--- src/rtl/pix_word_packer.sv ---
// rtl/pix_word_packer.sv - packs pixels LSB-first into words with end-of-frame flush
// Pixels enter a bit accumulator; words leave from its low end over a valid/ready handshake.
module pix_word_packer #(
  parameter int PixWidth   = 12,
  parameter int WordWidth  = 16,
  parameter int CountWidth = 20
) (
  input  logic                  clk,
  input  logic                  rst,
  input  logic [PixWidth-1:0]   pix_d,
  input  logic                  pix_valid,
  output logic                  pix_pop,
  input  logic                  frame_end,
  output logic [WordWidth-1:0]  word_d,
  output logic                  word_valid,
  input  logic                  word_ready,
  output logic [CountWidth-1:0] word_count,
  output logic                  flush_done
);

  localparam int AccWidth = PixWidth + WordWidth;
  localparam int CntBits  = $clog2(AccWidth + 1);
  localparam logic [CntBits-1:0] WordCnt = CntBits'(WordWidth);
  localparam logic [CntBits-1:0] PixCnt  = CntBits'(PixWidth);

  typedef enum logic [1:0] {S_RUN, S_FLUSH, S_DONE} state_t;

  state_t              state, state_n;
  logic [AccWidth-1:0] acc, acc_n, acc_sh, pix_ext;
  logic [CntBits-1:0]  cnt, cnt_n, cnt_sh;
  logic                xfer, valid_n;

  assign xfer    = word_valid & word_ready;
  assign acc_sh  = xfer ? (acc >> WordWidth) : acc;
  assign cnt_sh  = xfer ? (cnt - WordCnt) : cnt;
  assign pix_ext = {{WordWidth{1'b0}}, pix_d};
  // Pop only when the pixel fits after this cycle's word leaves; never from pix_d.
  assign pix_pop = (state == S_RUN) & pix_valid & (cnt_sh <= WordCnt) & ~rst;

  always_comb begin
    state_n = state;
    acc_n   = acc;
    cnt_n   = cnt;
    case (state)
      S_RUN: begin
        acc_n = pix_pop ? (acc_sh | (pix_ext << cnt_sh)) : acc_sh;
        cnt_n = pix_pop ? (cnt_sh + PixCnt) : cnt_sh;
        if (frame_end) state_n = S_FLUSH;
      end
      S_FLUSH: begin
        if (cnt == '0) begin
          state_n = S_DONE;
        end else if (xfer) begin
          if (cnt <= WordCnt) begin
            acc_n   = '0;
            cnt_n   = '0;
            state_n = S_DONE;
          end else begin
            acc_n = acc_sh;
            cnt_n = cnt_sh;
          end
        end
      end
      S_DONE:  state_n = S_RUN;
      default: state_n = S_RUN;
    endcase
    case (state_n)
      S_RUN:   valid_n = (cnt_n >= WordCnt);
      S_FLUSH: valid_n = (cnt_n != '0);
      default: valid_n = 1'b0;
    endcase
  end

  always_ff @(posedge clk or posedge rst) begin
    if (rst) begin
      state      <= S_RUN;
      acc        <= '0;
      cnt        <= '0;
      word_count <= '0;
      word_valid <= 1'b0;
      word_d     <= '0;
      flush_done <= 1'b0;
    end else begin
      state      <= state_n;
      acc        <= acc_n;
      cnt        <= cnt_n;
      word_valid <= valid_n;
      word_d     <= acc_n[WordWidth-1:0];
      flush_done <= (state_n == S_DONE);
      // The frame total stays visible through DONE, then clears.
      if (state == S_DONE)
        word_count <= '0;
      else if (xfer && (word_count != {CountWidth{1'b1}}))
        word_count <= word_count + 1'b1;
    end
  end

endmodule

--- config.mk ---
export PLATFORM = sky130hd
export DESIGN_NAME = pix_word_packer
export DESIGN_NICKNAME = d
export VERILOG_FILES = /design/src/rtl/pix_word_packer.sv
export SDC_FILE = /design/constraint.sdc
export NUM_CORES = 1
export LEC_CHECK = 0
export ABC_AREA = 1
export BUFFER_PORTS_ARGS = -buffer_cell sky130_fd_sc_hd__buf_2
export CORE_UTILIZATION = 30
export CTS_CLUSTER_DIAMETER = 40
export DETAILED_ROUTE_END_ITERATION = 8
export PLACE_DENSITY = 0.58
export REMOVE_ABC_BUFFERS = 1
export SLEW_MARGIN = 30
export SYNTH_ARGS = -nofsm -noshare
export SYNTH_HDL_FRONTEND = slang
export SYNTH_SLANG_ARGS = --single-unit
--- constraint.sdc ---
create_clock -name clk -period 2.8 [get_ports clk]
set_input_delay 0.14 -clock clk [delete_from_list [all_inputs] [get_ports clk]]
set_output_delay 0.14 -clock clk [all_outputs]
set_load 0.005 [all_outputs]
## Yosys cells after proc, flatten, opt, wreduce, memory -nomap -nowiden

Cells that the tools add are included.

| storage, ports and cells | value |
|---|---|
| bits in registers | 57 |
| bits of input ports | 17 |
| output and inout bits | 39 |
| word-level logic and storage cells | 55 |

| operators by class | value |
|---|---|
| add/sub/neg operators | 3 |
| order comparisons | 3 |
| eq/ne operators | 7 |
| shifts and indexed selects | 1 |
| mux-type cells | 20 |
| bitwise logic cells | 6 |
| reduce and logical (&&, ||, !) cells | 8 |

Operators by type and width:

| operator | number |
|---|---|
| two-way mux 28 bit | 5 |
| one-hot mux 28 bit (2 select lines) | 1 |
| two-way mux 20 bit | 2 |
| bitwise OR 28 bit | 1 |
| left shift 12 x 5 -> 28 bit | 1 |
| two-way mux 5 bit | 5 |
| adder 20 x 1 -> 20 bit, second input constant | 1 |
| inequality test 20 bit, second input constant | 1 |
| less-or-equal comparator 5 bit, second input constant | 2 |
| one-hot mux 5 bit (2 select lines) | 1 |
| two-way mux 2 bit | 4 |
| adder 5 x 4 -> 5 bit, second input constant | 1 |
| greater-or-equal comparator 5 bit, second input constant | 1 |
| zero test 5 bit | 1 |
| nonzero test 5 bit | 1 |
| subtractor 5 bit, second input constant | 1 |
| AND 1 bit | 4 |
| == test 2 x 1 -> 1 bit, second input constant | 2 |
| == test 2 bit, second input constant | 2 |
| zero test 2 bit | 2 |
| inequality test 2 bit, second input constant | 2 |
| one-hot mux 2 bit (2 select lines) | 1 |
| nonzero test 2 bit | 2 |
| AND reduction 3 bit | 1 |
| 3 further kinds | 3 |

## Logic depth before layout (Yosys ltp)

| logic depth | value |
|---|---|
| depth after elaboration | 9 |
| depth in mapped cells | 14 |
| gate-level depth less buffers | 12 |

## Least setup slack after synthesis

No wires, ideal clock.

| path | value |
|---|---|
| path type | in2reg |
| from | input rst |
| to | register acc[2] |
| library setup time | 0.065 ns |
| data arrival time | 2.398 ns |
| required time | 2.735 ns |
| path slack | 0.337 ns |
| stages on the path | 10 |
| buffers on the path | 1 |
| path through | inv_1 nand2_1 nor2_2 nand2_4 nor2_4 buf_4 nand2_1 o21ai_1 nand2_1 nand2_1 |

| between the ends | value |
|---|---|
| longest elaborated chain between the ends | 4 |

Ends and longest elaborated chain:

| item | line | RTL |
|---|---|---|
| start: declaration | 9 | `input logic rst,` |
| inverter 1 bit | 38 | `assign pix_pop = (state == S_RUN) & pix_valid & (cnt_sh <= WordCnt) & ~rst;` |
| AND 1 bit | 38 |  |
| two-way mux 28 bit | 46 | `acc_n = pix_pop ? (acc_sh \| (pix_ext << cnt_sh)) : acc_sh;` |
| one-hot mux 28 bit (2 select lines) | 44 | `case (state)` |
| end signal: assignment | 85 | `acc <= acc_n;` |
| end: declaration | 29 | `logic [AccWidth-1:0] acc, acc_n, acc_sh, pix_ext;` |

Every way passes these cells.
A chain may end at the register's enable or synchronous reset.

## Worst setup path in the final report

| path | value |
|---|---|
| from | register cnt[2] |
| to | register acc[1] |

| between the ends | value |
|---|---|
| longest elaborated chain between the ends | 7 |
| elaborated cells on any way between the ends | 16 |
| those cells by class | 1 x add/sub; 2 x order compare; 1 x eq/ne; 1 x shift; 6 x mux; 3 x bitwise; 2 x reduce/logical |

Ends and longest elaborated chain:

| item | line | RTL |
|---|---|---|
| start: declaration | 30 | `logic [CntBits-1:0] cnt, cnt_n, cnt_sh;` |
| start signal: assignment | 86 | `cnt <= cnt_n;` |
| subtractor 5 bit | 35 | `assign cnt_sh = xfer ? (cnt - WordCnt) : cnt;` |
| two-way mux 5 bit | 35 |  |
| less-or-equal comparator 5 bit | 38 |  |
| AND 1 bit (2 in a row) | 38 |  |
| two-way mux 28 bit | 46 |  |
| one-hot mux 28 bit (2 select lines) | 44 |  |

Parallel ways exist; a longest one is shown, timed or not. The select of a mux whose other input is x is not followed.

==> out/metrics.yaml <==
critical_path:
  cp-start-kind: "flip-flop"
  end_kind: "flip-flop"
  worstPathMaxFanout: 22
  required_ns: 3.06
  worst_path_max_delay_cell: "dfrtp_1"
  crit_buf_inv: 0
  crit_chain: "nor2_1 -> a21oi_4 -> nor2_4 -> o21ai_2 -> a22o_1"
  critical_path_arrival_ns: 2.51
  critPathTopFamily: "compound AO/OA/AOI/OAI gates"
  critPathKind: "reg -> reg"
  slowest_delay_ns: 0.71
clock_tree:
  clock_latency_ns: 0.33
  postCtsSetupBuffers: 0
  numCtsBuffers: 9
  cts_root_buf: "clkbuf_16"
  cts_tree: "built"
  clockBufferDepth: 2
  h-tree-depth: 3
  postCtsHoldBufs: 0
  cts_sinks: 57
  clkTransAtPathRegs_ns: 0.06
  cts_resized: 0
final_layout:
  post-route-cell-area_sq_mm: 0.004606
  antennaDiodeCount: 0
  final_cells: 813
  area_growth_pct: 15.00
  n_fill_cell: 1417
  nets: 656
  drive_gt1_frac: 0.1763
drt:
  route.met2.wl_um: 5324
  routed_wl_um: 11220
  route.detailed.drc: 0
  vias: 3995
  via_per_inst: 4.914
  drt_iter0_markers: 253
  drtPass1Iterations: 5
  wirelength_met1_um: 5229
  dr_wl_met3_um: 473
  ant_nets: 0
  top_layer: "met4"
  wl_per_cell_um: 13.80
timing:
  skew_ns: 0.007370
  fmax_ghz: 0.4452
  timing.setup.tns_ns: 0
  setup_violations: 0
  worst_slack_ns: 0.5540
  drv_slew: 0
  slew-limit-headroom: 0.4006
  min_period_ns: 2.246
  fin_crit_sh: 0.8021
  hold_viol: 0
  worst_pin_slew_ns: 0.8990
  rsz0062_at_grt: "false"
logic_synthesis:
  yosysWarnings: 0
  async_flop_share: 1.000
  ys_ff_latch: 57
  syn_area_sq_mm: 0.004005
  synth.distinct_cells: 37
  synth_edf_count: 0
  yosysMostFrequentCell: "nand2_1"
  syn_inst: 600
  synth_top_area_frac: 0.3561
  synthTopCellsByCount: "221 x nand2_1, 78 x nand3_1, 57 x dfrtp_1, 44 x nor2_1, 39 x inv_1"
  synth_top_area_cell: "dfrtp_1"
  ys_seq_area_frac: 0.3561
  synth_area_leaders: "dfrtp_1 36%, nand2_1 21%, nand3_1 9.7%, nor2_1 4.1%, inv_1 3.7%"
  ys.flop_type: "dfrtp_1"
  syn_avg_cell_area_sq_um: 6.675
floorplan:
  num_io_pins: 56
  core-area_sq_mm: 0.01282
  die-height_um: 117.5
  start_util: 0.3123
  die_w_um: 117.5
  die_area_sq_mm: 0.01382
  fp-row-count: 41
placement:
  dpl.cell_count: 797
  place_ws_ns: 0.5818
  port_buffers: 55
  placed_area_sq_mm: 0.004309
  gp_congestion: 0.8691
  place_hpwl_um: 8351
power:
  power_density_mw_per_mm2: 926.3
  power_mw: 4.266
  power_leakage_nw: 2.420
  vdd_ir_drop_max_v: 0.0003299
global_route:
  grt_pass1_wl_um: 19310
  grt_pass1_vias: 3913
  grt_usage: 0.1725
  grt-ovfl-total: 0
  grt_antenna_before_repair: 0
  grt_max_degree: 58
worst_hold_path:
  hold_class: "in -> async"
outcome:
  outcome: "finished clean"
flow_run:
  max-cap-violations: 0
per-stage QoR:
step / hold WS [ns] / utilization
2_1_floorplan: 0.3287 / -
3_5_place_dp: 0.4612 / 0.3360
5_1_grt: 0.1607 / 0.3591
4_1_cts: 0.1220 / 0.3591
3_3_place_gp: 0.4588 / 0.3360
6_report: 0.07908 / 0.3591
worst min-delay path: cells and delay by family:
family	cells	cell delay, ns
buf+inv	3	0.77
routing by layer:
layer | GRT usage | vias to the layer above
met5 | 0 | -
met1 | 0.2229 | 1877
met3 | 0.03295 | 17
met4 | 0.06330 | 0
li1 | - | 1990
met2 | 0.2855 | 111
flip-flops by register name (all words and copies together), names as in the netlist:
signal      count
word_valid      1
acc            28
state           2
flush_done      1
word_count     20
cnt             5
report_power, final:
group | leakage (nW) | switching [mW] | internal, mW
Clock | 0.148 | 0.386 | 0.705
Combinational | 1.51 | 1.26 | 0.613
Sequential | 0.765 | 0.229 | 1.07
final timing paths:
kind / start / endpoint / slack (ns) / depth (start not counted)
worst max-delay path: cnt[2] / acc[1] / 0.55 / 5
worst min-delay path: rst / acc[12] / 0.08 / 3
worst max register to register: cnt[2] / acc[1] / 0.55 / 5
worst min register to register: acc[23] / acc[23] / 0.48 / 2
max in group asynchronous: rst / state[0] / 2.24 / 3
min in group clk: frame_end / state[0] / 0.14 / 3
logic make-up after synthesis:
logic type | count (synthesis) | synth area share
xor+xnor | 9 | 0.01968
fa+ha+maj | 3 | 0.009373
buf+inv | 87 | 0.1078
simple gates | 384 | 0.4199
flops | 57 | 0.3561
compound gates | 60 | 0.08716
layout make-up:
type                            instances  area [sq um]  area share
Timing Repair Buffer                   62         327.8     0.07118
Multi-Input combinational cell        456          2147      0.4662
Tap cell                              172         215.2     0.04673
Clock inverter                          6         57.56     0.01250
Clock buffer                           10         239.0     0.05189
Sequential cell                        57          1426      0.3097
Inverter                               50         192.7     0.04184
layout by cell type, fill, tap and decap left out, types with 8 or more instances in the layout:
cell,n
nand2_1,221
nand3_1,78
dfrtp_1,57
buf_2,55
nor2_1,44
inv_1,38
o21ai_0,26
a21oi_1,14
nand4_1,12
inv_2,11
clkbuf_16,9
nor3_1,8
No activity file was read; power rests on OpenSTA's default activity.
